==> src/rtl/uart_pkg.sv <==
// Shared types and helpers for the UART receiver.
package uart_pkg;

   typedef enum logic [1:0] {
      RX_IDLE,
      RX_START,
      RX_DATA,
      RX_STOP
   } uart_rx_state_t;

   localparam int unsigned UART_DATA_W = 8;

   // Baud-count value at which the start bit is re-checked (mid start bit).
   function automatic int unsigned uart_half(input int unsigned clks_per_bit);
      return clks_per_bit / 2 - 1;
   endfunction

endpackage

==> src/rtl/uart_rx_if.sv <==
// Byte delivery handshake between the UART receiver and its consumer.
interface uart_rx_if #(
   parameter int unsigned DATA_W = 8
);

   logic [DATA_W-1:0] o_data;
   logic              o_valid;
   logic              i_ready;

   modport master (
      output o_data,
      output o_valid,
      input  i_ready
   );

   modport slave (
      input  o_data,
      input  o_valid,
      output i_ready
   );

endinterface

==> src/rtl/uart_sync.sv <==
// Multi-stage synchroniser for an asynchronous level input; resets to the idle-high level.
module uart_sync #(
   parameter int unsigned SYNC_STAGES = 2
) (
   input  logic i_clk,
   input  logic i_rst_n,
   input  logic i_async,
   output logic o_sync
);

   logic [SYNC_STAGES-1:0] r_sync;

   always_ff @(posedge i_clk or negedge i_rst_n) begin
      if (!i_rst_n) begin
         r_sync <= '1;
      end else begin
         r_sync <= {r_sync[SYNC_STAGES-2:0], i_async};
      end
   end

   assign o_sync = r_sync[SYNC_STAGES-1];

endmodule

==> src/rtl/uart_rx.sv <==
// UART receiver: 1 start / DATA_W data (LSB first) / 1 stop, mid-bit sampling,
// false-start rejection, framing check and a single-entry valid/ready holding register.
module uart_rx
   import uart_pkg::*;
#(
   parameter int unsigned CLKS_PER_BIT = 16,
   parameter int unsigned DATA_W       = UART_DATA_W,
   parameter int unsigned SYNC_STAGES  = 2
) (
   input  logic      i_clk,
   input  logic      i_rst_n,
   input  logic      i_uart_rx,
   uart_rx_if.master rx_if,
   output logic      o_frame_err,
   output logic      o_overrun,
   output logic      o_busy
);

   localparam int unsigned BAUD_W = $clog2(CLKS_PER_BIT);
   localparam int unsigned BIT_W  = $clog2(DATA_W);

   localparam logic [BAUD_W-1:0] BAUD_LAST = BAUD_W'(CLKS_PER_BIT - 1);
   localparam logic [BAUD_W-1:0] BAUD_HALF = BAUD_W'(uart_half(CLKS_PER_BIT));
   localparam logic [BIT_W-1:0]  BIT_LAST  = BIT_W'(DATA_W - 1);

   logic              w_rx_s;
   logic              r_rx_prev;
   logic              w_fall;

   uart_rx_state_t    r_state;
   uart_rx_state_t    w_state_d;
   logic [BAUD_W-1:0] r_baud;
   logic [BAUD_W-1:0] w_baud_d;
   logic [BAUD_W-1:0] w_baud_inc;
   logic              w_baud_last;
   logic [BIT_W-1:0]  r_bit;
   logic [BIT_W-1:0]  w_bit_d;
   logic [DATA_W-1:0] r_shreg;
   logic [DATA_W-1:0] w_shreg_d;
   logic              w_good;
   logic              w_bad;

   logic [DATA_W-1:0] r_data;
   logic              r_valid;
   logic              r_frame_err;
   logic              r_overrun;

   uart_sync #(
      .SYNC_STAGES (SYNC_STAGES)
   ) u_sync (
      .i_clk   (i_clk),
      .i_rst_n (i_rst_n),
      .i_async (i_uart_rx),
      .o_sync  (w_rx_s)
   );

   always_ff @(posedge i_clk or negedge i_rst_n) begin
      if (!i_rst_n) begin
         r_rx_prev <= 1'b1;
      end else begin
         r_rx_prev <= w_rx_s;
      end
   end

   assign w_fall      = r_rx_prev & ~w_rx_s;
   assign w_baud_last = (r_baud == BAUD_LAST);
   assign w_baud_inc  = w_baud_last ? '0 : r_baud + 1'b1;

   always_ff @(posedge i_clk or negedge i_rst_n) begin
      if (!i_rst_n) begin
         r_state <= RX_IDLE;
         r_baud  <= '0;
         r_bit   <= '0;
         r_shreg <= '0;
      end else begin
         r_state <= w_state_d;
         r_baud  <= w_baud_d;
         r_bit   <= w_bit_d;
         r_shreg <= w_shreg_d;
      end
   end

   always_comb begin
      w_state_d = r_state;
      w_baud_d  = r_baud;
      w_bit_d   = r_bit;
      w_shreg_d = r_shreg;
      w_good    = 1'b0;
      w_bad     = 1'b0;
      case (r_state)
         RX_IDLE: begin
            w_baud_d = '0;
            if (w_fall) begin
               w_state_d = RX_START;
            end
         end
         RX_START: begin
            w_baud_d = w_baud_inc;
            if (r_baud == BAUD_HALF) begin
               w_baud_d = '0;
               if (!w_rx_s) begin
                  w_state_d = RX_DATA;
                  w_bit_d   = '0;
               end else begin
                  w_state_d = RX_IDLE;
               end
            end
         end
         RX_DATA: begin
            w_baud_d = w_baud_inc;
            if (w_baud_last) begin
               w_shreg_d = {w_rx_s, r_shreg[DATA_W-1:1]};
               if (r_bit == BIT_LAST) begin
                  w_state_d = RX_STOP;
               end else begin
                  w_bit_d = r_bit + 1'b1;
               end
            end
         end
         RX_STOP: begin
            w_baud_d = w_baud_inc;
            // Leaving at mid-stop gives half a bit to catch a back-to-back start edge.
            if (w_baud_last) begin
               w_state_d = RX_IDLE;
               w_good    = w_rx_s;
               w_bad     = ~w_rx_s;
            end
         end
         default: begin
            w_state_d = RX_IDLE;
         end
      endcase
   end

   // Holding register: a completing frame may replace a byte consumed in the same cycle.
   always_ff @(posedge i_clk or negedge i_rst_n) begin
      if (!i_rst_n) begin
         r_data      <= '0;
         r_valid     <= 1'b0;
         r_frame_err <= 1'b0;
         r_overrun   <= 1'b0;
      end else begin
         r_frame_err <= w_bad;
         r_overrun   <= w_good & r_valid & ~rx_if.i_ready;
         if (w_good && (!r_valid || rx_if.i_ready)) begin
            r_data  <= r_shreg;
            r_valid <= 1'b1;
         end else if (r_valid && rx_if.i_ready) begin
            r_valid <= 1'b0;
         end
      end
   end

   assign rx_if.o_data  = r_data;
   assign rx_if.o_valid = r_valid;
   assign o_frame_err   = r_frame_err;
   assign o_overrun     = r_overrun;
   assign o_busy        = (r_state != RX_IDLE);

   a_flags_excl: assert property (@(posedge i_clk) disable iff (!i_rst_n)
      !(r_frame_err && r_overrun));

   a_data_stable: assert property (@(posedge i_clk) disable iff (!i_rst_n)
      (r_valid && !rx_if.i_ready) |=> (r_valid && $stable(r_data)));

endmodule

==> src/flat_wrapper.sv <==
// flat-port wrapper written by rule: the top's interface ports become plain ports
module uart_rx_flat import uart_pkg::*;
#(
   parameter int unsigned CLKS_PER_BIT = 16,
   parameter int unsigned DATA_W       = UART_DATA_W,
   parameter int unsigned SYNC_STAGES  = 2
)
  (i_clk, i_rst_n, i_uart_rx, o_frame_err, o_overrun, o_busy, rx_if_o_data, rx_if_o_valid, rx_if_i_ready);
  uart_rx_if #(.DATA_W(DATA_W)) rx_if_i ();
  input  logic i_clk;
  input  logic i_rst_n;
  input  logic i_uart_rx;
  output logic o_frame_err;
  output logic o_overrun;
  output logic o_busy;
  output wire logic [$bits(rx_if_i.o_data)-1:0] rx_if_o_data;
  output wire logic [$bits(rx_if_i.o_valid)-1:0] rx_if_o_valid;
  input wire logic [$bits(rx_if_i.i_ready)-1:0] rx_if_i_ready;
  assign rx_if_o_data = rx_if_i.o_data;
  assign rx_if_o_valid = rx_if_i.o_valid;
  assign rx_if_i.i_ready = rx_if_i_ready;
  uart_rx #(.CLKS_PER_BIT(CLKS_PER_BIT), .DATA_W(DATA_W), .SYNC_STAGES(SYNC_STAGES)) u_core (.i_clk(i_clk), .i_rst_n(i_rst_n), .i_uart_rx(i_uart_rx), .rx_if(rx_if_i), .o_frame_err(o_frame_err), .o_overrun(o_overrun), .o_busy(o_busy));
endmodule
==> config.mk <==
export PLATFORM = sky130hd
export DESIGN_NAME = uart_rx_flat
export DESIGN_NICKNAME = d
export VERILOG_FILES = /design/src/rtl/uart_pkg.sv /design/src/rtl/uart_rx_if.sv /design/src/rtl/uart_sync.sv /design/src/rtl/uart_rx.sv /design/src/flat_wrapper.sv
export SDC_FILE = /design/constraint.sdc
export NUM_CORES = 1
export LEC_CHECK = 0
export ABC_AREA = 1
export CORE_MARGIN = 2
export CORE_UTILIZATION = 54
export CTS_BUF_LIST = sky130_fd_sc_hd__clkbuf_16
export DETAILED_ROUTE_END_ITERATION = 12
export PLACE_DENSITY = 0.77
export SYNTH_ARGS = -nofsm -noshare
export SYNTH_HDL_FRONTEND = slang
export SYNTH_SLANG_ARGS = --single-unit
export TNS_END_PERCENT = 100
==> constraint.sdc <==
create_clock -name i_clk -period 1.5 [get_ports i_clk]
set_input_delay 0.3 -clock i_clk [delete_from_list [all_inputs] [get_ports i_clk]]
set_output_delay 0.3 -clock i_clk [all_outputs]
set_load 0.05 [all_outputs]
# After elaboration in Yosys (flattened, before gate mapping)
# Cells that the tools add are included.
# word_totals
reg_bits	31
input_bits	4
out_inout_bits	12
word_cells	63
# classes
add_sub_neg	2
eq_ne	13
n_mux	21
bitwise_logic	5
reduce_logical	12
# ops
op	n
2-bit 2-to-1 mux	6
3-bit 2-to-1 mux	4
4-bit one-hot mux with 3 select lines	1
2-bit by 1-bit inequality test with 1-bit output (second input constant)	5
5-bit AND reduction	2
4-bit 2-to-1 mux	2
2-bit one-hot mux with 4 select lines	1
1-bit 2-to-1 mux	6
3-bit one-hot mux with 2 select lines	1
2-bit nonzero test	3
4-bit by 1-bit adder with 4-bit output (second input constant)	1
2-bit == test (second input constant)	2
4-bit by 3-bit == test with 1-bit output (second input constant)	1
4-bit == test (second input constant)	1
2-bit inequality test (second input constant)	2
3-bit by 1-bit adder with 3-bit output (second input constant)	1
1-bit bitwise AND	3
3-bit == test (second input constant)	1
2-bit by 1-bit == test with 1-bit output (second input constant)	1
1-bit logical AND	2
2-bit zero test	1
1-bit NOT	2
2-bit AND reduction	1
2-bit OR reduction	1
2 further kinds	2

# Longest topological paths before layout
# Gate-level depths: netlist (run 1).
# logic_depth
depth_word	5
ltp_mapped	9
ltp_nobuf	9

# Modules after synthesis
# Synthesis (run 1) repeated with hierarchy kept, for this count alone.
# unflattened
hier_cells	138
hier_area_um2	1320.0
# by_module_without_submodules
module	n_inst	cells_each	area_per_inst_um2	seq_area_each_um2
uart_rx	1	136	1267.5	726.9
uart_sync	1	2	52.6	52.6

# Least setup slack after synthesis (run 1)
# No wires, ideal clock.
# synth_timing
path_kind	reg2reg
startpoint	register u_core.r_bit[0]
endpoint	register u_core.r_bit[0]
setup_time_ns	0.118
arrival_time_ns	1.251
t_required_ns	1.382
setup_slack_ns	0.131
path_stages_with_launch	10
n_path_buf	0
synth_period_minus_slack_ns	1.369
cell_sequence	dfrtp_1 -> ha_1 -> ha_1 -> nand3b_1 -> nand2_1 -> inv_2 -> nor2_4 -> inv_2 -> nand2_1 -> nand2_1
# synth_between
elab_chain_len	4
elab_cells_between_ends	7
cone_classes	add/sub (1); eq/ne (2); mux (3); reduce/logical (1)
# synth_lines
element	line	source
from (decl)	uart_rx.sv:36	logic [BIT_W-1:0] r_bit;
from (signal assigned)	uart_rx.sv:78	r_bit <= w_bit_d;
3-bit by 1-bit adder with 3-bit output	uart_rx.sv:116	w_bit_d = r_bit + 1'b1;
3-bit 2-to-1 mux	uart_rx.sv:113	if (r_bit == BIT_LAST) begin
3-bit 2-to-1 mux	uart_rx.sv:111	if (w_baud_last) begin
3-bit one-hot mux with 2 select lines	uart_rx.sv:90	case (r_state)
# Parallel ways exist; a longest one is shown, timed or not. The select of a mux whose other input is x is not followed.
# A chain may end at the register's enable or synchronous reset.

# Worst setup path after layout (run 1)
# layout_timing
startpoint	register u_core.r_bit[1]
endpoint	register u_core.r_bit[1]
# The elaborated chain is that of the path after synthesis.

==> impl_results.md, run 1 <==
* # H-tree levels at 2
* Fmax achieved at 654 MHz
* Required arrival time at the worst endpoint at 1.66 ns
* Post-DP Area at 0.00166 mm^2
* Crit Path Max Fanout at 4
* Placeable Area at 0.00241 mm^2
* Pleak at 0.856 nW
* Simple-gate portion of the synthesized area at 23.2%
* Clk buf depth at 2
* Fin. max-slew vios at 0
* Final min period at 1.53 ns
* Die area at 0.00290 mm^2
* Worst-margin pin slew at 0.239 ns
* Post-DR vias/cell at 5.18
* Finish-stage setup viols at 3
* CTS Buf Count at 5
* Die X at 53.9 um
* Tcrit/Tclk final at 102%
* Worst Path Buf+Inv at 2
* Total gr overflow at 0
* Vias in the first global route at 986
* Worst path arrival time at 1.69 ns
* Final WS setup at -0.0291 ns
* Sequential share of power at 39.6%
* CTS root buffer: clkbuf_16
* Worst-path cell chain: ha_2 > ha_2 > nand3b_1 > nand2_1 > inv_2 > nor2_4 > inv_2 > nand2_2 > nand2_1
* Antenna cells at 0
* Clock Latency Late Sink at 0.27 ns
* Number of I/O port buffers at 15
* Max_slew headroom at 84.0%
* Nets at 170
* Post-route cell area at 0.00186 mm^2
* Via count at 1005
* Initial Util at 55.8%
* Hold bufs inserted after CTS at 0
* Maximum vdd drop at 1320 uV
* Ys Warns at 0
* Combinational share of power at 27.3%
* Post-synthesis cell count at 137
* Post-Layout Cell Count at 194
* Cells after DPL at 183
* Setup Crit Path Kind: reg2reg
* Post-synthesis cell type count at 24
* DP HPWL at 1730 um
* NetSw at 913 uW
* Placer congestion estimate at 0.711
* Clock Power Share at 33.2%
* Power per Cell Area at 1470 mW/mm^2
* Classification of the worst-slack hold path: reg2reg
* Int Pwr at 1.82 mW
* Seq cells post-synth at 31
* Slowest cell on crit path: dfrtp_1
* Max Cap Viol at 0
* Failing checks: setup timing
* Clock skew at 0.00365 ns
* Drc violations at 0
* 1st-pass router iterations at 4
* Site Rows at 18
* Highest Signal Layer: met4
* Sequential area share after synthesis at 58.0%
* Wire per inst at 14.0 um
* CP Capture Type: flip-flop
* Post-synth EDFFs at 0
* Synth Area in Adders at 2.79%
* Synth async-reset ratio at 100%
* Complex-gate fraction of the synthesized area at 8.38%
* Mux cell area share after synthesis at 0%
* Sw Ratio at 33.4%
* DRT iter0 DRCs at 30
* Syn Std Cell Area at 0.00134 mm^2
* Met1 wire length at 1130 um
* Worst-path clk slew at 0.05 ns
* Wire length on met3 at 103 um
* Area Growth Syn to Fin at 38.1%
* Net Count, Synth at 144
* Initial antenna violation count at 0
* Main combinational cell family by area after synthesis: simple AND/OR/NAND/NOR gates
* Final Hold Viols at 0
* Largest delay share family, worst path: simple AND/OR/NAND/NOR gates
* Total track usage at 22.0%
* Layout cell share with drive strength beyond 1 at 32.9%
* ANT nets after route at 0
* Post-Synth XOR/XNOR Area at 0.652%
* Final WL at 2720 um
* Clk sinks at 31
* Worst Setup Start Kind: flip-flop
* Pin count of the biggest net entering global routing at 32
* RSZ-0062 raised after global routing: true
* Outcome: complete, but fails checks
* Routed length on met2 at 1420 um
* IO Count at 16
* CP max stage delay at 0.38 ns
* Die H at 53.9 um
* CTS tree: yes
* Synth Flop Type: dfrtp_1
* # fillers at 136
* First-pass GRT wire length at 4340 um
* Mapped Avg Cell Area at 9.81 um^2
==> power groups by stage <==
| stage | clock network, mW | registers, mW | logic (mW) |
|---|---|---|---|
| 6_report | 0.907 | 1.08 | 0.745 |
| 5_1_grt | 0.966 | 1.10 | 0.816 |
| 4_1_cts | 0.923 | 1.08 | 0.703 |
| 3_5_place_dp | 0 | 1.07 | 0.666 |
| 3_3_place_gp | 0 | 1.06 | 0.639 |
| 2_1_floorplan | 0 | 1.04 | 0.488 |
==> Yosys cell counts, types with 2 or more instances <==
library cell / n / area share (%)
nand2_2: 4 / 1.9
dfrtp_1: 28 / 52
inv_2: 6 / 1.7
nor2_1: 3 / 0.84
inv_1: 13 / 3.6
nand3b_1: 3 / 1.7
buf_6: 2 / 1.7
ha_1: 3 / 2.8
nor2_2: 4 / 1.9
nand2_1: 35 / 9.8
o21ai_1: 14 / 5.2
dfstp_2: 3 / 5.9
o21ai_2: 2 / 1.3
nand3_1: 6 / 2.2
a21oi_1: 2 / 0.74
==> layout by cell type (no fill, tap or decap), drive strengths merged, types with 2 or more instances in the layout <==
cell	instances
a21oi	2
buf	17
clkbuf	5
clkdlybuf4s50	3
clkinv	2
dfrtp	28
dfstp	3
ha	3
inv	20
nand2	39
nand3	9
nand3b	3
nor2	8
nor3	2
o21ai	16
==> per-stage QoR <==
stage / hold WS [ns] / utilization (%) / setup TNS, ns / setup WS (ns) / power (mW)
after floorplan: 0.00441 / - / 0 / 0.131 / 1.53
after global placement: 0.347 / 69.1 / 0 / 0.0879 / 1.70
after detailed placement: 0.351 / 69.1 / 0 / 0.0196 / 1.74
after CTS: 0.358 / 75.5 / 0 / 0.0146 / 2.71
after global routing: 0.359 / 77.0 / -0.235 / -0.0731 / 2.88
final: 0.355 / 77.0 / -0.0800 / -0.0291 / 2.73
==> state kept, by name, summed over array words and instances (netlist names), named ones only <==
| name | count |
|---|---|
| u_core.r_baud | 4 |
| u_core.r_state | 1 |
| u_core.r_bit | 3 |
| u_core.rx_if.o_valid | 1 |
| u_core.o_overrun | 1 |
| u_core.rx_if.o_data | 8 |
| u_core.r_rx_prev | 1 |
| u_core.o_frame_err | 1 |
| u_core.r_shreg | 8 |
| u_core.u_sync.r_sync | 2 |
==> worst register-to-register path, stage by stage (launching register included) <==
cell,delay [ns]
dfrtp_1,0.38
ha_2,0.19
ha_2,0.17
nand3b_1,0.19
nand2_1,0.11
inv_2,0.05
nor2_4,0.14
inv_2,0.07
nand2_2,0.07
nand2_1,0.05
==> worst paths after layout <==
path	end	startpoint	depth (start not counted)	slack, ns
worst max-delay path	u_core.r_bit[1]$_DFFE_PN0P_	u_core.r_bit[1]$_DFFE_PN0P_	9	-0.03
worst min-delay path	u_core.u_sync.r_sync[1]$_DFF_PN1_	u_core.u_sync.r_sync[0]$_DFF_PN1_	0	0.36
worst max register to register	u_core.r_bit[1]$_DFFE_PN0P_	u_core.r_bit[1]$_DFFE_PN0P_	9	-0.03
worst min register to register	u_core.u_sync.r_sync[1]$_DFF_PN1_	u_core.u_sync.r_sync[0]$_DFF_PN1_	0	0.36
max in group asynchronous	u_core.u_sync.r_sync[0]$_DFF_PN1_	i_rst_n	2	0.87
min in group asynchronous	u_core.r_baud[3]$_DFF_PN0_	i_rst_n	2	0.39
==> per-layer routing <==
layer / GRT usage [%] / vias to the layer above
met1: 27.2 / 482
li1: - / 490
met5: 0 / -
met4: 11.5 / 0
met2: 34.6 / 24
met3: 6.67 / 9
==> repair_timing <==
action / CTS / global route
pin swaps: 1 / 7
buffers inserted: 1 / 1
setup endpoints to repair: 11 / 16
cloned: 0 / 1
resized for setup: 4 / 6
==> kinds of logic (layout without fill, tap and decap cells) <==
| logic type | count (synthesis) | in the layout |
|---|---|---|
| AOI/OAI and AO/OA | 20 | 20 |
| buffers and inverters | 21 | 47 |
| DFF | 31 | 31 |
| and+or+nand+nor | 61 | 62 |
| adders and majority gates | 3 | 3 |
| xor gates and xnor gates | 1 | 1 |
==> cell type report <==
class	count	area [um^2]	area share (%)
repair buffers	20	320	17.3
clock buffers	5	125	6.74
multi-input cells	86	508	27.4
clock inverters	3	11.3	0.607
inverters	19	71.3	3.84
flip-flops and latches	31	782	42.1
well taps	30	37.5	2.02
(Power assumes the default switching activity.)
==> run 2, diff against run 1 <==
--- a/config.mk
+++ b/config.mk
@@ -6,12 +6,12 @@
 export NUM_CORES = 1
 export LEC_CHECK = 0
 export ABC_AREA = 1
-export CORE_MARGIN = 2
-export CORE_UTILIZATION = 54
+export CORE_MARGIN = 5
+export CORE_UTILIZATION = 53
 export CTS_BUF_LIST = sky130_fd_sc_hd__clkbuf_16
 export DETAILED_ROUTE_END_ITERATION = 12
-export PLACE_DENSITY = 0.77
+export PLACE_DENSITY = 0.75
 export SYNTH_ARGS = -nofsm -noshare
 export SYNTH_HDL_FRONTEND = slang
+export SYNTH_HIERARCHICAL = 1
 export SYNTH_SLANG_ARGS = --single-unit
-export TNS_END_PERCENT = 100
==> run 2 against run 1 <==
Compared with the run above:
- critical path type is now reg2out
- clock-buffer cell count is the same
- critical path depth fell by 6
- largest power group unchanged
- die area is 24% higher
- the run now ends clean
- final cell count is 0.52% higher
==> impl_results.md, run 2 <==
* Worst Setup Start Kind: flip-flop
* Drc violations at 0
* Sequential share of power at 40.9%
* Synth async-reset ratio at 100%
* Final min period at 1.45 ns
* Synth top cells by count: 40 x nand2_1, 28 x dfrtp_1, 18 x inv_1
* Mux cell area share after synthesis at 0%
* ANT nets after route at 0
* Site Rows at 18
* NetSw at 833 uW
* Clk buf depth at 2
* Placeable Area at 0.00243 mm^2
* Ys Warns at 6
* Finish-stage setup viols at 0
* Clock Power Share at 35.8%
* Setup TNS at 0 ns
* CTS tree: yes
* Outcome: complete, no violations
* Worst-path cell chain: nor2_4 > inv_1 > buf_4
* Vias in the first global route at 1007
* Nets at 171
* CTS root buffer: clkbuf_16
* Int Pwr at 1.71 mW
* Area Growth Syn to Fin at 41.6%
* IO Count at 16
* Max Cap Viol at 0
* Main combinational cell family by area after synthesis: simple AND/OR/NAND/NOR gates
* Post-synth EDFFs at 0
* Slowest cell on crit path: dfrtp_2
* Fmax achieved at 689 MHz
* Tcrit/Tclk final at 96.8%
* Pin count of the biggest net entering global routing at 32
* Sw Ratio at 32.8%
* DP HPWL at 1920 um
* Commonest non-fill, non-tap cells in the layout: 39 x nand2_1, 26 x dfrtp_1, 18 x inv_1
* # fillers at 159
* Largest delay share family, worst path: flip-flops
* Hold Path Origin: u_core/u_sync/r_sync[0]$_DFF_PN1_
* 1st-pass router iterations at 4
* Final WL at 2900 um
* Post-synthesis cell count at 138
* Layout cell share with drive strength beyond 1 at 30.3%
* Wire per inst at 14.9 um
* Seq cells post-synth at 31
* Largest cells by area after synthesis: dfrtp_1 53%, nand2_1 11%, dfstp_2 6.0%
* Setup Crit Path Kind: reg2out
* Leading area contributor after synthesis: dfrtp_1
* Fin. max-slew vios at 0
* Initial antenna violation count at 0
* # H-tree levels at 2
* Clock skew at 0.00417 ns
* Die area at 0.00359 mm^2
* Synth Area in Adders at 2.84%
* Worst Path Buf+Inv at 2
* Most numerous cell in the Yosys netlist: nand2_1
* Number of I/O port buffers at 15
* Area share of the largest cell type after synthesis at 53.1%
* Required arrival time at the worst endpoint at 1.20 ns
* Mapped Avg Cell Area at 9.57 um^2
* Clk sinks at 31
* Via count at 1045
* Die H at 59.9 um
* Combinational share of power at 23.3%
* Worst-margin pin slew at 0.348 ns
* Total track usage at 17.7%
* Power per Cell Area at 1360 mW/mm^2
* Final Hold Viols at 0
* Crit Path Max Fanout at 7
* Die X at 59.9 um
* Reg2reg start: u_core/r_baud[0]$_DFF_PN0_
* Placer congestion estimate at 0.929
* Synth Flop Type: dfrtp_1
* Max_slew headroom at 76.6%
* Post-DR vias/cell at 5.36
* Net Count, Synth at 145
* CP Capture Type: output port
* Initial Util at 54.3%
* CP startpoint: u_core/r_state[0]$_DFFE_PN0P_
* Most common cell after layout, fill and taps aside: nand2_1
* Worst-path clk slew at 0.05 ns
* Worst path arrival time at 1.15 ns
* Final Util at 76.9%
* Post-Synth XOR/XNOR Area at 0.664%
* DRT iter0 DRCs at 44
* Maximum vdd drop at 1380 uV
* Post-synthesis cell type count at 22
* CP max stage delay at 0.48 ns
* Simple-gate portion of the synthesized area at 22.7%
* Pleak at 0.902 nW
* Classification of the worst-slack hold path: reg2reg
* Complex-gate fraction of the synthesized area at 8.44%
* Clock Latency Late Sink at 0.27 ns
* CTS Buf Count at 5
* First-pass GRT wire length at 4620 um
* Sequential area share after synthesis at 59.1%
* Syn Std Cell Area at 0.00132 mm^2
* Antenna cells at 0
* Total gr overflow at 0
[run 2: cell count changes in the layout (fill, tap and decap cells not counted), moves of 4 or more]
| cell | change |
|---|---|
| inv_2 | -5 |
| o21ai_1 | -14 |
| o21ai_2 | +4 |
| inv_1 | +4 |
| nand2_1 | +6 |
| o21ai_0 | +10 |
[run 2: stage by stage]
stage / setup slack, ns / hold WS [ns] / total power, mW / instances / cell area, um^2
after floorplan: 0.158 / 0.00441 / 1.33 / 138 / 1320
after global placement: 0.125 / 0.347 / 1.44 / 184 / 1630
after detailed placement: 0.0413 / 0.350 / 1.48 / 184 / 1630
after CTS: 0.00448 / 0.357 / 2.41 / 192 / 1770
final: 0.0484 / 0.356 / 2.54 / 195 / 1870
after global routing: -0.0335 / 0.360 / 2.66 / 195 / 1870
[run 2: cell type report]
| class | instances | area (um^2) | share of cell area (%) |
|---|---|---|---|
| tap | 30 | 37.5 | 2.01 |
| multi-input combinational | 88 | 537 | 28.7 |
| sequential | 31 | 782 | 41.8 |
| timing repair buffer | 20 | 308 | 16.5 |
| clock inverter | 3 | 12.5 | 0.669 |
| inverter | 18 | 67.6 | 3.61 |
| clock buffer | 5 | 125 | 6.69 |
[run 2: timing repair]
| action | 4_1_cts | 5_1_grt |
|---|---|---|
| hold buffers | 0 | 0 |
| setup buffers | 0 | 2 |
| pin swaps | 0 | 4 |
| gates cloned | 0 | 1 |
| resized for setup | 1 | 17 |
| setup endpoints to repair | 1 | 18 |
[run 2: worst paths after layout]
path / to / slack, ns / depth (start not counted)
max in group asynchronous: u_core/u_sync/r_sync[0]$_DFF_PN1_ / 0.85 / 2
max reg2reg: u_core/rx_if.o_data[0]$_DFFE_PN0P_ / 0.05 / 6
min reg2reg: u_core/u_sync/r_sync[1]$_DFF_PN1_ / 0.36 / 0
min in group asynchronous: u_core/rx_if.o_valid$_DFFE_PN0P_ / 0.41 / 2
min: u_core/u_sync/r_sync[1]$_DFF_PN1_ / 0.36 / 0
max: o_busy / 0.05 / 3
[run 2: kinds of logic (layout without fill, tap and decap cells)]
kind of cell             Yosys count  count (layout)
adder cells (fa/ha/maj)            3               3
buffers and inverters             20              46
AND/OR/NAND/NOR                   65              66
XOR/XNOR                           1               1
AO/OA/AOI/OAI                     18              18
flip-flops                        31              31
[run 2: per-layer routing]
metal,vias to the layer above,part of all wire [%],GRT usage (%),routed length [um]
met4,0,1.3,7.59,39
met2,40,54,29.9,1560
met3,7,5.3,4.54,155
met5,-,0,0,0
li1,486,-,-,-
met1,512,39,21.1,1140
[run 2: power by group through the flow]
| stage | Clock, mW | Sequential [mW] | Combinational, mW |
|---|---|---|---|
| after floorplan | 0 | 0.985 | 0.344 |
| after global placement | 0 | 0.997 | 0.444 |
| after detailed placement | 0 | 1.00 | 0.474 |
| after CTS | 0.926 | 0.995 | 0.485 |
| after global routing | 0.971 | 1.04 | 0.648 |
| final | 0.910 | 1.04 | 0.592 |
==> run 3, diff against run 2 <==
--- a/config.mk
+++ b/config.mk
@@ -9,6 +9,7 @@
 export CORE_MARGIN = 5
 export CORE_UTILIZATION = 53
 export CTS_BUF_LIST = sky130_fd_sc_hd__clkbuf_16
+export CTS_CLUSTER_SIZE = 25
 export DETAILED_ROUTE_END_ITERATION = 12
 export PLACE_DENSITY = 0.75
 export SYNTH_ARGS = -nofsm -noshare
==> results of run 3 <==
No change in the layout: final DEF, timing and power equal those of run 2.
